**config.mk**
```make
export PLATFORM = sky130hd
export DESIGN_NAME = mux81_tdm_serializer
export DESIGN_NICKNAME = d
export VERILOG_FILES = /design/src/rtl/mux81_tdm_serializer_pkg.sv /design/src/rtl/mux81_tdm_serializer_slot_timer.sv /design/src/rtl/mux81_tdm_serializer.sv
export SDC_FILE = /design/constraint.sdc
export NUM_CORES = 1
export LEC_CHECK = 0
export ABC_CLOCK_PERIOD_IN_PS = 2100
export BUFFER_PORTS_ARGS = -buffer_cell sky130_fd_sc_hd__buf_2
export CORE_AREA = 2 2 54 56
export DETAILED_ROUTE_END_ITERATION = 10
export DIE_AREA = 0 0 56 58
export GPL_ROUTABILITY_DRIVEN = 0
export MAX_ROUTING_LAYER = met4
export PLACE_DENSITY_LB_ADDON = 0.25
export REMOVE_ABC_BUFFERS = 1
export SLEW_MARGIN = 20
export SYNTH_ARGS = -nofsm -noshare
export SYNTH_HDL_FRONTEND = slang
export SYNTH_HIERARCHICAL = 1
export SYNTH_SLANG_ARGS = --single-unit
```
**constraint.sdc**
```tcl
create_clock -name clk_i -period 2.1 [get_ports clk_i]
set_input_delay 0.105 -clock clk_i [delete_from_list [all_inputs] [get_ports clk_i]]
set_output_delay 0.105 -clock clk_i [all_outputs]
set_load 0.02 [all_outputs]
```
**src/rtl/mux81_tdm_serializer_pkg.sv**
```systemverilog
// Shared constants and state encoding for the 8-slot TDM link (serializer and demux side).
package mux81_tdm_serializer_pkg;
  localparam int N_CH  = 8;
  localparam int SEL_W = 3;

  typedef enum logic {
    ST_IDLE = 1'b0,
    ST_SEND = 1'b1
  } state_e;
endpackage

```
**src/rtl/mux81_tdm_serializer_slot_timer.sv**
```systemverilog
// Dwell counter plus 3-bit slot counter; flags the last cycle of a slot and of a frame.
module mux81_tdm_serializer_slot_timer
  import mux81_tdm_serializer_pkg::*;
#(
  parameter int DWELL   = 1,
  parameter int DWELL_W = 8
) (
  input  logic             clk_i,
  input  logic             rst_i,
  input  logic             run_i,
  input  logic             restart_i,
  output logic [SEL_W-1:0] slot_o,
  output logic             slot_end_o,
  output logic             frame_end_o
);
  logic [DWELL_W-1:0] dwell_q, dwell_d;
  logic [SEL_W-1:0]   slot_q, slot_d;

  // Slot counter wraps 7->0 at frame end, which is always a restart or a return to idle.
  always_comb begin
    slot_end_o  = run_i && (dwell_q == DWELL_W'(DWELL - 1));
    frame_end_o = slot_end_o && (slot_q == SEL_W'(N_CH - 1));
    dwell_d     = dwell_q;
    slot_d      = slot_q;
    if (restart_i) begin
      dwell_d = '0;
      slot_d  = '0;
    end else if (run_i) begin
      if (slot_end_o) begin
        dwell_d = '0;
        slot_d  = slot_q + 3'd1;
      end else begin
        dwell_d = dwell_q + 1'b1;
      end
    end
  end

  always_ff @(posedge clk_i) begin
    if (rst_i) begin
      dwell_q <= '0;
      slot_q  <= '0;
    end else begin
      dwell_q <= dwell_d;
      slot_q  <= slot_d;
    end
  end

  assign slot_o = slot_q;
endmodule

```
**src/rtl/mux81_tdm_serializer.sv**
```systemverilog
// TDM serializer: latches an 8-bit word and sends it LSB first, one bit per slot,
// with a coherent registered {data, slot select, valid} triple for a downstream demux.
module mux81_tdm_serializer
  import mux81_tdm_serializer_pkg::*;
#(
  parameter int DWELL   = 1,
  parameter int DWELL_W = 8
) (
  input  logic            clk_i,
  input  logic            rst_i,
  input  logic            en_i,
  input  logic [N_CH-1:0] d_i,
  output logic            o_o,
  output logic            s0_o,
  output logic            s1_o,
  output logic            s2_o,
  output logic            valid_o,
  output logic            frame_start_o,
  output logic            busy_o
);
  if (DWELL < 1 || DWELL > 255 || (DWELL - 1) >= (1 << DWELL_W)) begin : g_bad_dwell
    $error("mux81_tdm_serializer: DWELL out of range or DWELL_W too narrow");
  end

  state_e          state_q;
  logic [N_CH-1:0] shadow_q;
  logic            o_q, valid_q, frame_start_q, busy_q;
  logic [SEL_W-1:0] sel_q, slot, slot_d;
  logic            slot_end, frame_end, start;

  assign start  = (state_q == ST_IDLE) && en_i;
  assign slot_d = slot + 3'd1;

  mux81_tdm_serializer_slot_timer #(
    .DWELL   (DWELL),
    .DWELL_W (DWELL_W)
  ) u_timer (
    .clk_i       (clk_i),
    .rst_i       (rst_i),
    .run_i       (state_q == ST_SEND),
    .restart_i   (start),
    .slot_o      (slot),
    .slot_end_o  (slot_end),
    .frame_end_o (frame_end)
  );

  always_ff @(posedge clk_i) begin
    if (rst_i) begin
      state_q       <= ST_IDLE;
      shadow_q      <= '0;
      o_q           <= 1'b0;
      sel_q         <= '0;
      valid_q       <= 1'b0;
      frame_start_q <= 1'b0;
      busy_q        <= 1'b0;
    end else begin
      case (state_q)
        ST_IDLE: begin
          if (en_i) begin
            state_q       <= ST_SEND;
            shadow_q      <= d_i;
            o_q           <= d_i[0];
            sel_q         <= '0;
            valid_q       <= 1'b1;
            busy_q        <= 1'b1;
            frame_start_q <= 1'b1;
          end
        end
        ST_SEND: begin
          frame_start_q <= 1'b0;
          if (frame_end) begin
            if (en_i) begin
              shadow_q      <= d_i;
              o_q           <= d_i[0];
              sel_q         <= '0;
              frame_start_q <= 1'b1;
            end else begin
              state_q <= ST_IDLE;
              o_q     <= 1'b0;
              sel_q   <= '0;
              valid_q <= 1'b0;
              busy_q  <= 1'b0;
            end
          end else if (slot_end) begin
            o_q   <= shadow_q[slot_d];
            sel_q <= slot_d;
          end
        end
        default: state_q <= ST_IDLE;
      endcase
    end
  end

  assign o_o           = o_q;
  assign s0_o          = sel_q[0];
  assign s1_o          = sel_q[1];
  assign s2_o          = sel_q[2];
  assign valid_o       = valid_q;
  assign frame_start_o = frame_start_q;
  assign busy_o        = busy_q;
endmodule

```
==> results of run 1 <==
-- logic make-up (layout without fill, tap and decap cells) --
kind of cell    Yosys count  count (layout)  synth area share
fa+ha+maj                 7               7            0.0685
mux                       3               3            0.0489
flops                    26              26             0.407
simple gates             45              45             0.202
compound gates           45              45             0.202
buf+inv                  12              34            0.0450
xor+xnor                  4               4            0.0274
-- registers in the layout (all words and copies together), names as in the netlist --
register / cells
sel_q: 3
shadow_q: 8
busy_o: 1
o_o: 1
u_timer/slot_o: 3
frame_start_o: 1
u_timer/dwell_q: 8
state_q: 1
-- worst paths after layout --
kind	slack, ps	depth (start not counted)	end	from
worst max register to register	140	7	o_o	u_timer/dwell_q[0]
worst min-delay path	9	3	shadow_q[6]	d_i[6]
worst max-delay path	140	7	o_o	u_timer/dwell_q[0]
worst min register to register	490	2	sel_q[0]	sel_q[0]
-- metrics by stage --
step                power [W]   util
finish               0.000889  0.554
global route         0.000935  0.554
CTS                  0.000893  0.545
detailed placement   0.000684  0.536
global placement     0.000680  0.536
floorplan            0.000621      -
-- cell usage in the layout, fill, tap and decap left out, types with 3 or more instances in the layout --
master / instances
sky130_fd_sc_hd__o21ai_1: 11
sky130_fd_sc_hd__or3_1: 4
sky130_fd_sc_hd__buf_4: 9
sky130_fd_sc_hd__nor2_1: 6
sky130_fd_sc_hd__buf_2: 17
sky130_fd_sc_hd__ha_1: 7
sky130_fd_sc_hd__xor2_1: 4
sky130_fd_sc_hd__o21ai_0: 6
sky130_fd_sc_hd__nand4_1: 3
sky130_fd_sc_hd__a21oi_1: 20
sky130_fd_sc_hd__inv_1: 3
sky130_fd_sc_hd__nand3_1: 13
sky130_fd_sc_hd__clkbuf_4: 3
sky130_fd_sc_hd__nand2b_1: 4
sky130_fd_sc_hd__dfxtp_1: 26
sky130_fd_sc_hd__nand2_1: 5
-- critical path, stage by stage, from the launching register on --
cell                       delay [ps]
sky130_fd_sc_hd__dfxtp_1          400
sky130_fd_sc_hd__inv_1             70
sky130_fd_sc_hd__ha_1             200
sky130_fd_sc_hd__nor4b_2          160
sky130_fd_sc_hd__and3_2           250
sky130_fd_sc_hd__nand2b_1         170
sky130_fd_sc_hd__or3b_1           390
sky130_fd_sc_hd__a311oi_2         260
-- where the power goes --
group          internal, W  leakage (nW)  switching, W
registers         0.000513         0.212     0.0000127
logic            0.0000701         0.372     0.0000807
clock network    0.0000673        0.0138      0.000145
-- final cells by class --
| cell class | count | area share |
|---|---|---|
| timing repair buffer | 27 | 0.110 |
| clock buffer | 3 | 0.0153 |
| multi-input combinational | 104 | 0.485 |
| sequential | 26 | 0.353 |
| inverter | 4 | 0.0102 |
| tap | 31 | 0.0263 |
-- timing repair --
action,4_1_cts,5_1_grt
gates resized for setup,0,3
endpoints found under the setup margin,0,4
buffers inserted,0,0
hold buffers,0,1
endpoints found under the hold margin,0,1
-- layer usage --
| metal | GRT usage | vias to the layer above | wire, um |
|---|---|---|---|
| met5 | - | - | 0 |
| met1 | 0.202 | 525 | 1210 |
| met3 | 0.0402 | 7 | 130 |
| li1 | - | 570 | - |
| met2 | 0.274 | 33 | 1200 |
| met4 | 0.119 | 0 | 57 |
==> impl_summary.txt, run 1 <==
----------------------------------------------------
[Timing]
  Crit path time final ... 1960 ps
  Hold Vio Cnt, Final ... 0
  Worst Clk Skew ... 8.90 ps
  Achievable frequency ... 509 MHz
  Slew of the pin with the lowest slew margin ... 340 ps
  Final-report max-slew violation count ... 0
  Max_slew headroom ... 0.770
  Hold Worst Slack ... 9.38 ps
  Total Neg Setup Slack ... 0 ps
  Share of the cycle needed by the critical path after routing ... 0.935
  PnR worst setup slack ... between 100 and 150 ps
  Final count of negative-setup-slack endpoints ... 0

[Synthesis]
  Top cells by area, synth ... sky130_fd_sc_hd__dfxtp_1, sky130_fd_sc_hd__a21oi_1, sky130_fd_sc_hd__ha_1
  Synthesis Warnings ... 6
  Library cells used by synthesis ... 34
  Cell area after technology mapping ... roughly 0.0013 mm2
  Prevailing post-synth register cell ... sky130_fd_sc_hd__dfxtp_1
  Cell type with the highest aggregate area in the netlist ... sky130_fd_sc_hd__dfxtp_1
  Yosys reg bits ... 26
  Share of synthesized flip-flops with an asynchronous set or reset ... 0
  Most frequent cells after synthesis ... sky130_fd_sc_hd__dfxtp_1, sky130_fd_sc_hd__a21oi_1, sky130_fd_sc_hd__nand3_1
  Number of enable-type register cells in the synthesized netlist ... 0
  Proportion of netlist area held by the largest area contributor ... 0.407
  Dominant cell by count in the synthesized netlist ... sky130_fd_sc_hd__dfxtp_1
  Portion of the post-synthesis area used by sequential elements ... 0.407
  Mean instance size in the synthesized netlist ... 9.01 um2
  Count of mapped cells out of synthesis ... about 140

[Critical path]
  CP Data Required Time ... about 2400 ps
  Crit end category ... flip-flop
  Crit path max fanout ... 6
  Kind of start point of the critical path ... flip-flop
  Classification of the worst setup path ... reg2reg
  Arrival @ worst endpoint ... between 2000 and 2500 ps

[Detailed routing]
  Number of DRC markers in iteration 0 ... 25
  Remaining antenna violation count after routing ... 0
  DRC violations left ... 0
  Final wirelength ... 2.60 mm
  Pre-Repair DR Iteration Count ... 5
  Number of vias per cell after detailed routing ... a little under 6
  Total number of vias ... around 1.1k
  Routed length per instance ... about 13 um

[Layout]
  Total area of multi-input combinational cells ... 714 um2
  Final cell count without fillers ... ~200
  Sequential standard cell area ... about 520 um2
  Finished Cell Area ... around 0.0015 mm2
  FILL cells ... 255
  Fraction of final layout cells with drive strength greater than 1 ... 0.220
  Count of inserted antenna diode cells ... 0
  Net count of the finished layout ... ~180
  Area grow syn2layout ... 15.3%

[Pwr]
  Maximum vdd drop ... slightly below 400 uV
  P per Cell Area ... 603 mW/mm2
  Leakage power ... 0.598 nW

[GRT]
  Initial antenna violation count ... 0
  Maximum number of pins on one net before global-route repair ... 17
  Overflow left after global routing ... 0
  Global-route wire length before repair ... between 4 and 5 mm
  Vias in the first global route ... 1033
  GRT Overall Usage ... 0.176

[Place]
  Post-placement cell count ... 191
  Worst setup slack after placement ... 126 ps
  Placed Instance Area ... 0.00143 mm2
  Detail Placement HPWL ... ~1.9 mm
  Buffers added on ports ... 17

[Job]
  Max-cap viol count ... 0

[Floorplan]
  Die extent in y ... 58 um
  Horizontal die dimension ... 56 um
  I/O pin total ... 18
  Initial cell density of the core ... 0.480
  Std cell rows ... 19
  DIE AREA ... 0.00325 mm2
  Placeable core area ... 0.00266 mm2

[CTS]
  TritonCTS clock tree ... built
  Clock latency on the worst-skew pair ... 320 ps
  Clock input transition at the sequential cells of the worst setup and hold paths ... ~140 ps
  Deepest clock path buffer count ... 2
  H-tree depth ... 1
  Total clock buffers created by CTS ... 3
  # clock sinks ... 26
  Root cell of the clock tree ... sky130_fd_sc_hd__clkbuf_4

[Status]
  Result of the run ... finished, final reports clean

[Hold path]
  Hold Crit Class ... in2reg

----------------------------------------------------
Power figures use the tool's default switching activity.
==> run 2: changes to the inputs <==
--- a/config.mk
+++ b/config.mk
@@ -5,11 +5,12 @@
 export SDC_FILE = /design/constraint.sdc
 export NUM_CORES = 1
 export LEC_CHECK = 0
+export ABC_AREA = 1
 export ABC_CLOCK_PERIOD_IN_PS = 2100
 export BUFFER_PORTS_ARGS = -buffer_cell sky130_fd_sc_hd__buf_2
-export CORE_AREA = 2 2 54 56
+export CORE_AREA = 2 2 56 58
 export DETAILED_ROUTE_END_ITERATION = 10
-export DIE_AREA = 0 0 56 58
+export DIE_AREA = 0 0 58 60
 export GPL_ROUTABILITY_DRIVEN = 0
 export MAX_ROUTING_LAYER = met4
 export PLACE_DENSITY_LB_ADDON = 0.25
==> impl_summary.txt, run 2 <==
----------------------------------------------------
[Status]
  Result of the run ... finished, final reports clean

[Timing]
  Worst Clk Skew ... 7.26 ps
  Crit path time final ... 1740 ps
  Share of the cycle needed by the critical path after routing ... 0.829
  Total Neg Setup Slack ... 0 ps
  Slew of the pin with the lowest slew margin ... 327 ps
  Final count of negative-setup-slack endpoints ... 0
  Achievable frequency ... 574 MHz
  Max_slew headroom ... 0.782
  Hold Vio Cnt, Final ... 0
  Setup repair after global routing missed its margin ... false
  Final-report max-slew violation count ... 0

[Layout]
  Area grow syn2layout ... 11.7%
  Utilization of the core after routing ... 0.521
  Largest regs ... shadow_q x8, u_timer/dwell_q x8
  Fraction of final layout cells with drive strength greater than 1 ... 0.171
  Net count of the finished layout ... 230
  Count of inserted antenna diode cells ... 0
  Commonest cells after routing, fill and taps aside ... sky130_fd_sc_hd__nand2_1, sky130_fd_sc_hd__inv_1, sky130_fd_sc_hd__dfxtp_1
  Most common cell after layout, fill and taps aside ... sky130_fd_sc_hd__nand2_1

[Place]
  Detail Placement HPWL ... approximately 1.9 mm
  Buffers added on ports ... 17

[Synthesis]
  Share of synthesized flip-flops with an asynchronous set or reset ... 0
  Synthesis Warnings ... 6
  Mean instance size in the synthesized netlist ... 7.12 um2
  Number of enable-type register cells in the synthesized netlist ... 0
  Library cells used by synthesis ... 21
  Yosys reg bits ... 26
  Cell area after technology mapping ... 0.00135 mm2
  Proportion of netlist area held by the largest area contributor ... 0.385
  Prevailing post-synth register cell ... sky130_fd_sc_hd__dfxtp_1
  Count of mapped cells out of synthesis ... 190
  Dominant cell by count in the synthesized netlist ... sky130_fd_sc_hd__nand2_1
  Cell type with the highest aggregate area in the netlist ... sky130_fd_sc_hd__dfxtp_1
  Top cells by area, synth ... sky130_fd_sc_hd__dfxtp_1, sky130_fd_sc_hd__nand2_1, sky130_fd_sc_hd__inv_1
  Portion of the post-synthesis area used by sequential elements ... 0.385
  Most frequent cells after synthesis ... sky130_fd_sc_hd__nand2_1, sky130_fd_sc_hd__inv_1, sky130_fd_sc_hd__dfxtp_1

[Hold path]
  Hold Crit Class ... in2reg
  Number of cells traversed by the worst hold path ... 3

[Critical path]
  Classification of the worst setup path ... reg2reg
  Register-to-Register Path Depth ... 11
  Kind of start point of the critical path ... flip-flop
  Cell type of the slowest stage on the worst timing path ... sky130_fd_sc_hd__dfxtp_1
  CP Data Required Time ... 2320 ps
  Crit end category ... flip-flop
  Delay of the slowest cell on the worst path ... 370 ps
  Crit path max fanout ... 15
  List of cells traversed by the critical path ... inv_1, ha_1, nand2_1, nor2_2, nand2_2, nor2_1, inv_1, nand2_4, nand2_4, o21ai_0, a21oi_1
  Arrival @ worst endpoint ... 1960 ps

[Floorplan]
  Placeable core area ... 0.00290 mm2
  Horizontal die dimension ... 58 um
  I/O pin total ... 18
  Die extent in y ... 60 um
  Std cell rows ... 20
  DIE AREA ... 0.00348 mm2
  Initial cell density of the core ... 0.466

[CTS]
  # clock sinks ... 26
  Post-CTS Hold Fix Bufs ... 0
  H-tree depth ... 1
  Root cell of the clock tree ... sky130_fd_sc_hd__clkbuf_4
  Post-CTS setup buffer count ... 0
  Post-CTS sizing ... 0
  TritonCTS clock tree ... built
  Total clock buffers created by CTS ... 3
  Deepest clock path buffer count ... 2
  Clock input transition at the sequential cells of the worst setup and hold paths ... 140 ps
  Clock latency on the worst-skew pair ... approximately 320 ps

[Pwr]
  Internal power summed over all cells ... 0.000693 W
  Switching share of power ... 0.278
  P per Cell Area ... 635 mW/mm2
  Leakage power ... 0.699 nW
  Maximum vdd drop ... 380 uV
  Combinational share of power ... 0.184
  NetSw ... 0.000267 W
  Total power of the final layout ... 0.000960 W
  Flop pwr share ... 0.557
  Portion of total power attributed to the clock network ... 0.259

[GRT]
  Overflow left after global routing ... 0
  Global-route wire length before repair ... 4.26 mm
  Vias in the first global route ... 1033
  Initial antenna violation count ... 0
  GRT Overall Usage ... 0.162
  Maximum number of pins on one net before global-route repair ... 16

[Detailed routing]
  DRC violations left ... 0
  Total number of vias ... 1177
  Remaining antenna violation count after routing ... 0
  Number of vias per cell after detailed routing ... 4.82
  Routed length per instance ... ~10 um
  Pre-Repair DR Iteration Count ... 4
  Number of DRC markers in iteration 0 ... 38
  Final wirelength ... 2.43 mm

[Job]
  Max-cap viol count ... 0

----------------------------------------------------
[run 2: changes by cell type in the layout (fill, tap and decap cells not counted), sizes merged, moves of 5 or more]
cell,change
buf,-7
o21ai,-5
nand3,+7
inv,+28
nor2,+20
nand2,+35
[run 2: cell type report]
cell class	count	area (um2)
clock buffer	4	36.3
fill	292	1390
inverter	32	120
multi-input combinational	130	693
sequential	26	520
tap	33	41.3
timing repair buffer	19	100
[run 2: power groups by stage]
stage                     clock network (W)  registers, W  logic (W)
after detailed placement                  0      0.000546   0.000177
after floorplan                           0      0.000560   0.000111
final                              0.000249      0.000535   0.000176
after CTS                          0.000263      0.000535   0.000177
after global placement                    0      0.000546   0.000176
after global routing               0.000290      0.000538   0.000203
[run 2: kinds of logic (layout without fill, tap and decap cells)]
group | count (synthesis) | in the layout | synth area share
AOI/OAI and AO/OA | 31 | 31 | 0.123
DFF | 26 | 26 | 0.385
buffers and inverters | 34 | 55 | 0.103
xor gates and xnor gates | 3 | 3 | 0.0194
adders and majority gates | 7 | 7 | 0.0648
and+or+nand+nor | 89 | 89 | 0.305
[run 2: per-stage QoR]
| step | instance area (um2) | worst slack (ps) | std cells | hold WS, ps |
|---|---|---|---|---|
| 6_report | 1510 | 358 | 244 | 36.0 |
| 4_1_cts | 1510 | 361 | 244 | 34.0 |
| 5_1_grt | 1510 | 132 | 244 | 10.3 |
| 2_1_floorplan | 1330 | 565 | 188 | 174 |
| 3_3_place_gp | 1480 | 456 | 240 | 376 |
| 3_5_place_dp | 1480 | 391 | 240 | 380 |
[run 2: path summary, 6_finish.rpt]
check | from | to | slack, ps
max | u_timer/dwell_q[0] | shadow_q[6] | 360
min | d_i[1] | shadow_q[1] | 40
min reg2reg | shadow_q[2] | shadow_q[2] | 460
max reg2reg | u_timer/dwell_q[0] | shadow_q[6] | 360
[run 2: layer usage]
layer	vias to the layer above	GRT usage	wire [um]
met5	-	-	0
met4	0	0.0664	30
met3	4	0.0281	63
met2	13	0.271	1150
met1	516	0.192	1190
li1	644	-	-
[run 2: critical path: cells and delay by family, from the launching register on]
kind	cells	cell delay, ps
compound gates	2	230
buf+inv	2	170
flops	1	370
fa+ha+maj	1	160
simple gates	6	700
==> run 3: changes to the inputs <==
--- a/config.mk
+++ b/config.mk
@@ -6,11 +6,11 @@
 export NUM_CORES = 1
 export LEC_CHECK = 0
 export ABC_AREA = 1
-export ABC_CLOCK_PERIOD_IN_PS = 2100
+export ABC_CLOCK_PERIOD_IN_PS = 1700
 export BUFFER_PORTS_ARGS = -buffer_cell sky130_fd_sc_hd__buf_2
-export CORE_AREA = 2 2 56 58
+export CORE_AREA = 2 2 53 55
 export DETAILED_ROUTE_END_ITERATION = 10
-export DIE_AREA = 0 0 58 60
+export DIE_AREA = 0 0 55 57
 export GPL_ROUTABILITY_DRIVEN = 0
 export MAX_ROUTING_LAYER = met4
 export PLACE_DENSITY_LB_ADDON = 0.25
==> constraint.sdc (replaced) <==
create_clock -name clk_i -period 1.7 [get_ports clk_i]
set_input_delay 0.085 -clock clk_i [delete_from_list [all_inputs] [get_ports clk_i]]
set_output_delay 0.085 -clock clk_i [all_outputs]
set_load 0.02 [all_outputs]
==> impl_summary.txt, run 3 (synthesized netlist as in run 2, its figures left out) <==
----------------------------------------------------
[Layout]
  Most common cell after layout, fill and taps aside ... sky130_fd_sc_hd__nand2_1
  Largest regs ... shadow_q x8, u_timer/dwell_q x8
  Commonest cells after routing, fill and taps aside ... sky130_fd_sc_hd__nand2_1, sky130_fd_sc_hd__inv_1, sky130_fd_sc_hd__dfxtp_1
  Count of inserted antenna diode cells ... 0
  Fraction of final layout cells with drive strength greater than 1 ... 0.222
  Finished Cell Area ... 0.00158 mm2
  Net count of the finished layout ... 236
  Area grow syn2layout ... 16.6%
  Utilization of the core after routing ... 0.603

[Detailed routing]
  Pre-Repair DR Iteration Count ... 4
  Number of DRC markers in iteration 0 ... 20
  Remaining antenna violation count after routing ... 0
  Final wirelength ... 2.75 mm
  Total number of vias ... between 1k and 1.5k
  DRC violations left ... 0
  Number of vias per cell after detailed routing ... between 4 and 5
  Routed length per instance ... around 11 um

[GRT]
  Vias in the first global route ... 1113
  Initial antenna violation count ... 0
  GRT Overall Usage ... 0.194
  Overflow left after global routing ... 0
  Maximum number of pins on one net before global-route repair ... 16
  Global-route wire length before repair ... 4.37 mm

[Place]
  Detail Placement HPWL ... 2.08 mm
  Placed Instance Area ... 0.00150 mm2
  Worst setup slack after placement ... 11.4 ps
  Buffers added on ports ... 17

[Status]
  Result of the run ... finished, final reports clean

[Critical path]
  Delay of the slowest cell on the worst path ... 390 ps
  Kind of start point of the critical path ... flip-flop
  Crit end category ... flip-flop
  CP Data Required Time ... 1970 ps
  Arrival @ worst endpoint ... 1920 ps
  Worst setup startpoint ... u_timer/dwell_q[0]
  Classification of the worst setup path ... reg2reg
  List of cells traversed by the critical path ... inv_1, ha_1, nand2_2, nor2_4, nand2_2, nor2_4, inv_2, nand2_4, o21ai_4, buf_4, nand2_1, a21oi_1
  Beginning of the worst register-to-register path ... u_timer/dwell_q[0]
  Cell type of the slowest stage on the worst timing path ... sky130_fd_sc_hd__dfxtp_4
  Crit path max fanout ... 5

[Floorplan]
  Std cell rows ... 19
  DIE AREA ... 0.00314 mm2
  Initial cell density of the core ... 0.517
  I/O pin total ... 18
  Horizontal die dimension ... between 50 and 60 um
  Placeable core area ... 0.00262 mm2
  Die extent in y ... 57 um

[Timing]
  PnR worst setup slack ... 50.6 ps
  Worst Clk Skew ... 5.81 ps
  Crit path time final ... approximately 1600 ps
  Hold Worst Slack ... approximately 17 ps
  Final-report max-slew violation count ... 0
  Hold Vio Cnt, Final ... 0
  Max_slew headroom ... 0.800
  Final count of negative-setup-slack endpoints ... 0
  Slew of the pin with the lowest slew margin ... 300 ps
  Achievable frequency ... 606 MHz
  Share of the cycle needed by the critical path after routing ... 0.970
  Setup repair after global routing missed its margin ... true

[CTS]
  Deepest clock path buffer count ... 2
  Clock input transition at the sequential cells of the worst setup and hold paths ... 130 ps
  # clock sinks ... 26
  H-tree depth ... 1
  Total clock buffers created by CTS ... 3
  Root cell of the clock tree ... sky130_fd_sc_hd__clkbuf_4
  Clock latency on the worst-skew pair ... 330 ps
  TritonCTS clock tree ... built

[Hold path]
  Hold Crit Class ... in2reg
  Worst Hold Launch ... d_i[6]

[Job]
  Max-cap viol count ... 0

[Pwr]
  Total power of the final layout ... 0.00117 W
  P per Cell Area ... 741 mW/mm2
  Leakage power ... between 0.7 and 0.8 nW
  Maximum vdd drop ... about 510 uV

----------------------------------------------------
-- run 3: through the flow --
step | std cells | setup TNS [ps]
after detailed placement | 241 | 0
after global routing | 247 | -123
after floorplan | 188 | 0
after global placement | 241 | 0
final | 247 | 0
after CTS | 244 | 0
-- run 3: what timing repair did --
item | in CTS | in global routing
hold endpoints to repair | 0 | 0
pin swaps | 0 | 3
hold buffers | 0 | 0
endpoints found under the setup margin | 2 | 12
resized for setup | 1 | 17
buffers inserted | 0 | 3
-- run 3: worst paths after layout --
kind	slack (ps)	depth (start not counted)	end
max reg2reg	50	12	sel_q[0]
min	20	3	shadow_q[6]
max	50	12	sel_q[0]
min reg2reg	470	2	shadow_q[2]
-- run 3: layout make-up --
cell class,count,area (um2)
fill,253,1040
multi-input combinational,130,724
sequential,26,526
timing repair buffer,25,145
inverter,32,120
tap,31,38.8
clock buffer,3,22.5
-- run 3: critical path, delay by kind of cell (launching register included) --
kind	cells	cell delay, ps
AOI/OAI and AO/OA	2	330
adders and majority gates	1	210
buffers and inverters	3	250
DFF	1	390
and+or+nand+nor	6	400
-- run 3: metal layers --
metal	up-vias	global-route usage	share of wire
met3	9	0.0262	0.027
met1	542	0.206	0.43
li1	653	-	-
met5	-	-	0
met2	24	0.335	0.52
met4	0	0.105	0.029
-- run 3: where the power goes --
group	switching [W]	total, W	internal (W)
Sequential	0.0000182	0.000660	0.000642
Combinational	0.000149	0.000248	0.0000995
Clock	0.000176	0.000259	0.0000833
